[src/rtl/bexkat1_wb_arbiter.sv]
`default_nettype none
// +----------------------------------------------------------------------------+
// | Module      : bexkat1_wb_arbiter                                           |
// | Description : Two-master to one-slave pipelined Wishbone arbiter, granting |
// |               whole cyc spans and bounding outstanding requests.           |
// |               Define BEXKAT1_ARB_RR_EN for round-robin tie-breaking.       |
// | Revision    : 1.0 - initial release                                        |
// +----------------------------------------------------------------------------+
module bexkat1_wb_arbiter #(
    parameter int AWIDTH = 32,
    parameter int DWIDTH = 32,
    parameter int OWIDTH = 2
) (
    input  logic              clk_i,
    input  logic              rst_n,
    input  logic              m0_cyc_i,
    input  logic              m0_stb_i,
    input  logic              m0_we_i,
    input  logic [AWIDTH-1:0] m0_adr_i,
    input  logic [DWIDTH-1:0] m0_dat_i,
    input  logic [3:0]        m0_sel_i,
    output logic              m0_stall_o,
    output logic              m0_ack_o,
    output logic [DWIDTH-1:0] m0_dat_o,
    input  logic              m1_cyc_i,
    input  logic              m1_stb_i,
    input  logic              m1_we_i,
    input  logic [AWIDTH-1:0] m1_adr_i,
    input  logic [DWIDTH-1:0] m1_dat_i,
    input  logic [3:0]        m1_sel_i,
    output logic              m1_stall_o,
    output logic              m1_ack_o,
    output logic [DWIDTH-1:0] m1_dat_o,
    output logic              s_cyc_o,
    output logic              s_stb_o,
    output logic              s_we_o,
    output logic [AWIDTH-1:0] s_adr_o,
    output logic [DWIDTH-1:0] s_dat_o,
    output logic [3:0]        s_sel_o,
    input  logic              s_stall_i,
    input  logic              s_ack_i,
    input  logic [DWIDTH-1:0] s_dat_i
);

    typedef enum logic [1:0] {
        IDLE = 2'd0,
        GNT0 = 2'd1,
        GNT1 = 2'd2
    } state_t;

    localparam logic [OWIDTH-1:0] c_count_one = OWIDTH'(1);

    state_t            r_state;
    state_t            w_state_next;
    logic [OWIDTH-1:0] r_count;
    logic              w_full;
    logic              w_pick_m1;
    logic              w_drop;
    logic              w_inc;
    logic              w_dec;

    assign w_full = (r_count == {OWIDTH{1'b1}});

`ifdef BEXKAT1_ARB_RR_EN
    // r_last_gnt: 0 = m0 was granted last, 1 = m1; a tie goes to the other one
    logic r_last_gnt;

    assign w_pick_m1 = m1_cyc_i & (~m0_cyc_i | ~r_last_gnt);

    always_ff @(posedge clk_i or negedge rst_n) begin
        if (!rst_n) begin
            r_last_gnt <= 1'b1;
        end else if (r_state == IDLE && (m0_cyc_i || m1_cyc_i)) begin
            r_last_gnt <= w_pick_m1;
        end
    end
`else
    assign w_pick_m1 = m1_cyc_i & ~m0_cyc_i;
`endif

    always_ff @(posedge clk_i or negedge rst_n) begin
        if (!rst_n) begin
            r_state <= IDLE;
        end else begin
            r_state <= w_state_next;
        end
    end

    always_comb begin
        w_state_next = r_state;
        case (r_state)
            IDLE: begin
                if (m0_cyc_i || m1_cyc_i) begin
                    w_state_next = w_pick_m1 ? GNT1 : GNT0;
                end
            end
            GNT0: if (!m0_cyc_i) w_state_next = IDLE;
            GNT1: if (!m1_cyc_i) w_state_next = IDLE;
            default: w_state_next = IDLE;
        endcase
    end

    // Slave side is a zero-latency pass-through of whichever master holds the grant
    always_comb begin
        s_cyc_o    = 1'b0;
        s_stb_o    = 1'b0;
        s_we_o     = 1'b0;
        s_adr_o    = '0;
        s_dat_o    = '0;
        s_sel_o    = '0;
        m0_stall_o = 1'b1;
        m0_ack_o   = 1'b0;
        m1_stall_o = 1'b1;
        m1_ack_o   = 1'b0;
        case (r_state)
            GNT0: begin
                s_cyc_o    = m0_cyc_i;
                s_stb_o    = m0_stb_i & ~w_full;
                s_we_o     = m0_we_i;
                s_adr_o    = m0_adr_i;
                s_dat_o    = m0_dat_i;
                s_sel_o    = m0_sel_i;
                m0_stall_o = s_stall_i | w_full;
                m0_ack_o   = s_ack_i;
            end
            GNT1: begin
                s_cyc_o    = m1_cyc_i;
                s_stb_o    = m1_stb_i & ~w_full;
                s_we_o     = m1_we_i;
                s_adr_o    = m1_adr_i;
                s_dat_o    = m1_dat_i;
                s_sel_o    = m1_sel_i;
                m1_stall_o = s_stall_i | w_full;
                m1_ack_o   = s_ack_i;
            end
            default: ;
        endcase
    end

    assign m0_dat_o = s_dat_i;
    assign m1_dat_o = s_dat_i;

    assign w_drop = ((r_state == GNT0) && !m0_cyc_i) || ((r_state == GNT1) && !m1_cyc_i);
    assign w_inc  = s_stb_o & ~s_stall_i;
    // A stray ack with nothing outstanding must not wrap the counter
    assign w_dec  = s_ack_i & (r_count != '0);

    always_ff @(posedge clk_i or negedge rst_n) begin
        if (!rst_n) begin
            r_count <= '0;
        end else if (w_drop || r_state == IDLE) begin
            r_count <= '0;
        end else if (w_inc && !w_dec) begin
            r_count <= r_count + c_count_one;
        end else if (w_dec && !w_inc) begin
            r_count <= r_count - c_count_one;
        end
    end

endmodule
`default_nettype wire

[config.mk]
export PLATFORM = sky130hd
export DESIGN_NAME = bexkat1_wb_arbiter
export DESIGN_NICKNAME = d
export VERILOG_FILES = /design/src/rtl/bexkat1_wb_arbiter.sv
export SDC_FILE = /design/constraint.sdc
export NUM_CORES = 1
export LEC_CHECK = 0
export CAP_MARGIN = 20
export CORE_AREA = 3 3 121 123
export CTS_CLUSTER_DIAMETER = 30
export CTS_CLUSTER_SIZE = 30
export DETAILED_ROUTE_END_ITERATION = 10
export DIE_AREA = 0 0 124 126
export GPL_TIMING_DRIVEN = 0
export MAX_ROUTING_LAYER = met4
export PLACE_DENSITY = 0.61
export SLEW_MARGIN = 5
export SYNTH_ARGS = -nofsm -noshare
export SYNTH_HDL_FRONTEND = slang
export SYNTH_SLANG_ARGS = --single-unit
[constraint.sdc]
create_clock -name clk_i -period 1.9 [get_ports clk_i]
set_input_delay 0.38 -clock clk_i [delete_from_list [all_inputs] [get_ports clk_i]]
set_output_delay 0.38 -clock clk_i [all_outputs]
set_load 0.005 [all_outputs]
==> out/qor.txt, run 1 <==
Final period util: 1.12
combinational share of power: 0.939
clk root buf: clkbuf_16
post-synthesis cell area: 1900 um^2
RSZ-0062 raised after global routing: yes
status: complete, but fails checks
Synth Warn #: 0
CTS tree: done
antenna violations before repair: 0
failing checks: negative setup slack
Post-Layout Cell Count: 794
Sw Ratio: 0.365
WHS: 373 ps
initial core utilization: 0.138
First DRT Iteration DRCs: 64
Clock transition at path regs: 30 ps
crit end category: primary output
cell taking the most area after synthesis: a22oi_1
Syn-to-layout area delta: 235%
Chip Width: 124 um
VDD IR-drop max: 0.674 mV
latest clock arrival within the worst-skew pair: 220 ps
main area contributors after synthesis: a22oi_1 (27%), buf_4 (26%), nor2b_1 (23%)
largest net degree at the start of global routing: 11
Final ANT Viol Nets: 0
Final Core Density: 0.461
max-slew violations: 0
nets@finish: 798
Std-Cell Rows: 43
GPL Wtd Cong: 0.855
max_cap viols: 0
CP startpoint kind: flop
data arrival time of the critical path: 1750 ps
global routing's busiest layer: met2
Req. time, crit path: 1520 ps
Placed Instance Area: 4960 um^2
fill count: 1327
flops & latches, synth: 4
Static Leakage: 2.64 nW
n_diodes: 0
first-pass GRT wire length: 18.7 mm
placed insts: 739
pre-CTS setup slack: -1230 ps
GR Util All Layers: 0.156
minimum clock period: 2130 ps
power density cells: 1260 nW/um^2
Die Ht: 126 um
wire per inst: 16.8 um
Power Total: 7.99 mW
Port-buffer cells: 284
Clk network pwr share: 0.041
Netlist cell types: 23
syn nets: 457
Setup-failing EPs final: 73
CTS sink count: 4
Worst Max-Slew Pin Slew: 246 ps
gr ovfl total: 0
CTS HTree Levels: 1
Routed Wire Length: 13.3 mm
DRC: 0
Detail Placement HPWL: 9.74 mm
Switching Power: 2.91 mW
Max Freq: 469 MHz
Hold Path Class: primary input to async pin
CTS Buffer Depth: 2
Final Hold Viols: 0
die area: 15600 um^2
total iterations of the first detailed-routing run: 4
M2 GR Usage: 0.293
Design Area, Final: 6350 um^2
Power Internal: 5.08 mW
post-DR vias/cell: 4.24
share of cells above drive strength 1: 0.533
Setup CP Type: flop to primary output
via count: 3366
Post-Synthesis Cells: 275
CP max FO: 7
vias in the first global route: 3716
Fin Clk Skew: 0.887 ps
Final WS setup: -234 ps
Sequential Power Share: 0.020
Yosys top cell area share: 0.273
met3 usage: 0.0220
I/O pin cnt: 317
post-route setup TNS: -11880 ps
worst relative slew slack: 0.832
GR Util met1: 0.168
Avg Cell Area, Syn: 6.89 um^2
Num CTS Buffers: 3
Seq/Total Area, Yosys: 0.0528
Core Area: 13800 um^2
CTS Hold Bufs: 0
cells by family after synthesis:
kind of cell | synth area share
buffers and inverters | 0.314
AND/OR/NAND/NOR | 0.277
AO/OA/AOI/OAI | 0.325
adder cells (fa/ha/maj) | 0.0264
flip-flops | 0.0528
multiplexers | 0.00528
registers in the layout, summed over array words and instances, names as in the netlist:
signal / cells
r_count: 2
r_state: 2
cells in the mapped netlist:
| library cell | instances |
|---|---|
| o21ai_0 | 5 |
| nand2b_1 | 1 |
| buf_2 | 1 |
| o21bai_1 | 1 |
| a21boi_0 | 1 |
| ha_1 | 4 |
| a22o_1 | 2 |
| dfrtp_1 | 4 |
| a22oi_1 | 69 |
| clkbuf_1 | 22 |
| nand2_1 | 12 |
| nor2_1 | 1 |
| o21ai_1 | 1 |
| nor2b_1 | 70 |
| inv_1 | 5 |
| or4b_1 | 1 |
| and2_1 | 2 |
| mux2i_1 | 1 |
| nor3_1 | 2 |
| a21oi_1 | 3 |
| buf_4 | 65 |
| a221o_1 | 1 |
| o311a_1 | 1 |
path summary, 6_finish.rpt:
check,start,endpoint,slack (ps),cells past startpoint
min in group clk_i,r_state[1],r_state[1],590,1
min,rst_n,r_state[1],370,1
max,r_state[1],s_dat_o[30],-230,9
max reg2reg,r_state[0],r_count[0],-140,10
max in group asynchronous,rst_n,r_state[1],1330,1
min reg2reg,r_state[1],r_state[1],590,1
critical path, cell delays in order, from the launching register on:
cell	delay, ps
dfrtp_2	440
buf_12	150
inv_8	50
ha_4	140
clkbuf_16	170
clkbuf_16	150
buf_12	110
a22oi_2	50
nor2b_1	130
buf_2	130
layout make-up:
class,count,area (um^2),area share
Timing Repair Buffer,340,3190,0.503
Tap cell,180,225,0.0355
Multi-Input combinational cell,178,1820,0.286
Clock buffer,3,75.1,0.0118
Inverter,5,26.3,0.00414
Buffer,84,910,0.143
Sequential cell,4,101,0.0160
repair_timing:
| action | in CTS | in global routing |
|---|---|---|
| cloned | 13 | 1 |
| buffers inserted | 37 | 9 |
| hold endpoints to repair | 0 | 0 |
| resized for setup | 500 | 64 |
| pin swaps | 30 | 25 |
| endpoints found under the setup margin | 79 | 76 |
cells in the final DEF, fill, tap and decap left out, types with 2 or more instances in the layout:
master,Yosys,layout
a22oi_1,69,6
buf_6,0,25
a22o_1,2,2
nor2b_4,0,24
buf_8,0,17
nor2b_2,0,8
nand2_1,12,11
inv_1,5,3
dfrtp_1,4,3
buf_4,65,83
ha_4,0,4
buf_12,0,5
clkbuf_8,0,4
o21ai_0,5,4
buf_2,1,64
a22oi_2,0,63
clkbuf_16,0,16
nor2b_1,70,38
o21ai_1,1,2
clkdlybuf4s50_1,0,209
routing by layer:
| metal | vias up | share of wire |
|---|---|---|
| li1 | 1582 | - |
| met1 | 1556 | 0.36 |
| met5 | - | 0 |
| met2 | 208 | 0.54 |
| met4 | 0 | 0.018 |
| met3 | 20 | 0.085 |
power by group through the flow:
stage / clock (mW) / combinational (mW) / sequential, mW
2_1_floorplan: 0 / 1.98 / 0.140
4_1_cts: 0.336 / 7.06 / 0.155
5_1_grt: 0.348 / 7.99 / 0.160
6_report: 0.331 / 7.50 / 0.157
3_5_place_dp: 0 / 4.04 / 0.149
3_3_place_gp: 0 / 4.02 / 0.147
No activity file was read; power rests on OpenSTA's default activity.
==> run 2, diff against run 1 <==
--- a/config.mk
+++ b/config.mk
@@ -13,7 +13,7 @@
 export DIE_AREA = 0 0 124 126
 export GPL_TIMING_DRIVEN = 0
 export MAX_ROUTING_LAYER = met4
-export PLACE_DENSITY = 0.61
+export PLACE_DENSITY_LB_ADDON = 0.12
 export SLEW_MARGIN = 5
 export SYNTH_ARGS = -nofsm -noshare
 export SYNTH_HDL_FRONTEND = slang
==> run 2 against run 1 <==
Net effect: the flow still finishes with violations (negative setup slack); clock power increased by 1%; worst hold slack improved by 2.0 ps; die area stayed put; non-clock buffer count is 12 lower; critical path depth is 2 lower.
==> out/qor.txt, run 2 (synthesis gave the netlist of run 1 again) <==
Final period util: 1.12 (about the same)
Fin Clk Skew: 2.12 ps (was 0.887 ps)
latest clock arrival within the worst-skew pair: 230 ps (was 220 ps)
Worst Max-Slew Pin Slew: 228 ps (was 246 ps)
First DRT Iteration DRCs: 59 (was 64)
gr ovfl total: 0 (unchanged)
max_cap viols: 0 (unchanged)
Final Hold Viols: 0 (unchanged)
top flop regs: r_count (2), r_state (2) (unchanged)
wire per inst: 15.8 um (was 16.8 um)
status: complete, but fails checks (unchanged)
crit end category: primary output (unchanged)
commonest non-fill, non-tap cell in the layout: clkdlybuf4s50_1 (unchanged)
GPL Wtd Cong: 0.710 (was 0.855)
via count: 3219 (was 3366)
Core Area: 13800 um^2 (unchanged)
Final WS setup: -221 ps (was -234 ps)
Chip Width: 124 um (unchanged)
n_diodes: 0 (unchanged)
Die Ht: 126 um (unchanged)
CTS HTree Levels: 1 (unchanged)
GR Util All Layers: 0.143 (was 0.156)
power density cells: 1140 nW/um^2 (was 1260 nW/um^2)
I/O pin cnt: 317 (unchanged)
CP max FO: 10 (was 7)
data arrival time of the critical path: 1740 ps (was 1750 ps)
Setup-failing EPs final: 73 (unchanged)
fill count: 1430 (was 1327)
Max Freq: 471 MHz (was 469 MHz)
WHS: 375 ps (was 373 ps)
Num CTS Buffers: 3 (unchanged)
total iterations of the first detailed-routing run: 4 (unchanged)
CTS sink count: 4 (unchanged)
minimum clock period: 2120 ps (was 2130 ps)
first-pass GRT wire length: 17.2 mm (was 18.7 mm)
Routed Wire Length: 12.3 mm (was 13.3 mm)
Port-buffer cells: 284 (unchanged)
Hold Path Class: primary input to async pin (unchanged)
nets@finish: 786 (was 798)
failing checks: negative setup slack (unchanged)
RSZ-0062 raised after global routing: yes (unchanged)
CTS tree: done (unchanged)
Power Total: 6.82 mW (was 7.99 mW)
share of cells above drive strength 1: 0.478 (was 0.533)
CTS Buffer Depth: 2 (unchanged)
max-slew violations: 0 (unchanged)
Std-Cell Rows: 43 (unchanged)
Setup CP Type: flop to primary output (unchanged)
post-DR vias/cell: 4.12 (was 4.24)
Clock transition at path regs: 30 ps (about the same)
Static Leakage: 2.48 nW (was 2.64 nW)
Syn-to-layout area delta: 214% (was 235%)
DRC: 0 (unchanged)
Req. time, crit path: 1520 ps (about the same)
clk root buf: clkbuf_16 (unchanged)
pre-CTS setup slack: -1030 ps (was -1230 ps)
Detail Placement HPWL: 9.58 mm (was 9.74 mm)
CP startpoint kind: flop (unchanged)
worst relative slew slack: 0.848 (was 0.832)
vias in the first global route: 3304 (was 3716)
CTS Hold Bufs: 0 (unchanged)
VDD IR-drop max: 0.399 mV (was 0.674 mV)
antenna violations before repair: 0 (unchanged)
largest net degree at the start of global routing: 11 (unchanged)
commonest cells after routing, fill and taps aside: clkdlybuf4s50_1 (209), buf_4 (82), buf_2 (67) (was clkdlybuf4s50_1 (209), buf_4 (83), buf_2 (64))
initial core utilization: 0.138 (unchanged)
Final ANT Viol Nets: 0 (unchanged)
die area: 15600 um^2 (unchanged)
post-route setup TNS: -9390 ps (was -11880 ps)
==> run 2: metrics by stage <==
stage | area [um^2] | instances | utilization
after CTS | 5810 | 778 | 0.422
after detailed placement | 4960 | 739 | 0.360
after floorplan | 1900 | 275 | -
after global placement | 4960 | 739 | 0.360
final | 5960 | 782 | 0.433
after global routing | 5960 | 782 | 0.433
==> run 2: metal layers <==
metal	vias to the layer above	wire [um]	track usage
met5	-	0	-
met4	0	221	0.0367
met3	15	1210	0.0292
met2	187	6610	0.270
met1	1454	4300	0.149
li1	1563	-	-
==> run 2: final timing paths <==
path	slack [ps]	cells after the start	to	start
min in group clk_i	630	2	r_count[1]	r_count[1]
setup / recovery	-220	7	s_dat_o[3]	r_state[0]
setup reg to reg	-190	9	r_count[0]	r_state[0]
max in group asynchronous	1310	1	r_state[1]	rst_n
hold reg to reg	630	2	r_count[1]	r_count[1]
hold / removal	380	1	r_state[0]	rst_n
==> run 2: area by class of cell <==
type,instances,area (um^2),share of cell area
inverters,5,18.8,0.00315
well taps,180,225,0.0378
clock buffers,3,75.1,0.0126
flip-flops and latches,4,101,0.0170
plain buffers,84,862,0.145
multi-input cells,178,1670,0.281
repair buffers,328,3000,0.504
==> run 2: worst max-delay path, cell delays in order (launching register included) <==
cell,delay [ps]
dfrtp_1,410
buf_6,140
ha_4,170
clkbuf_16,160
clkbuf_8,170
a22oi_1,170
nor2b_1,70
clkdlybuf4s15_2,220
==> run 2: repair_timing <==
action | CTS | global route
hold endpoints to repair | 0 | 0
gates resized for setup | 446 | 47
gates cloned | 7 | 3
setup buffers | 30 | 5
pin swaps | 14 | 28
setup endpoints to repair | 78 | 75
==> run 2: power by group <==
group          leakage (nW)  switching, mW  internal, mW
clock network        0.0370         0.0653         0.269
registers            0.0518         0.0399         0.115
logic                  2.39           2.43          3.90
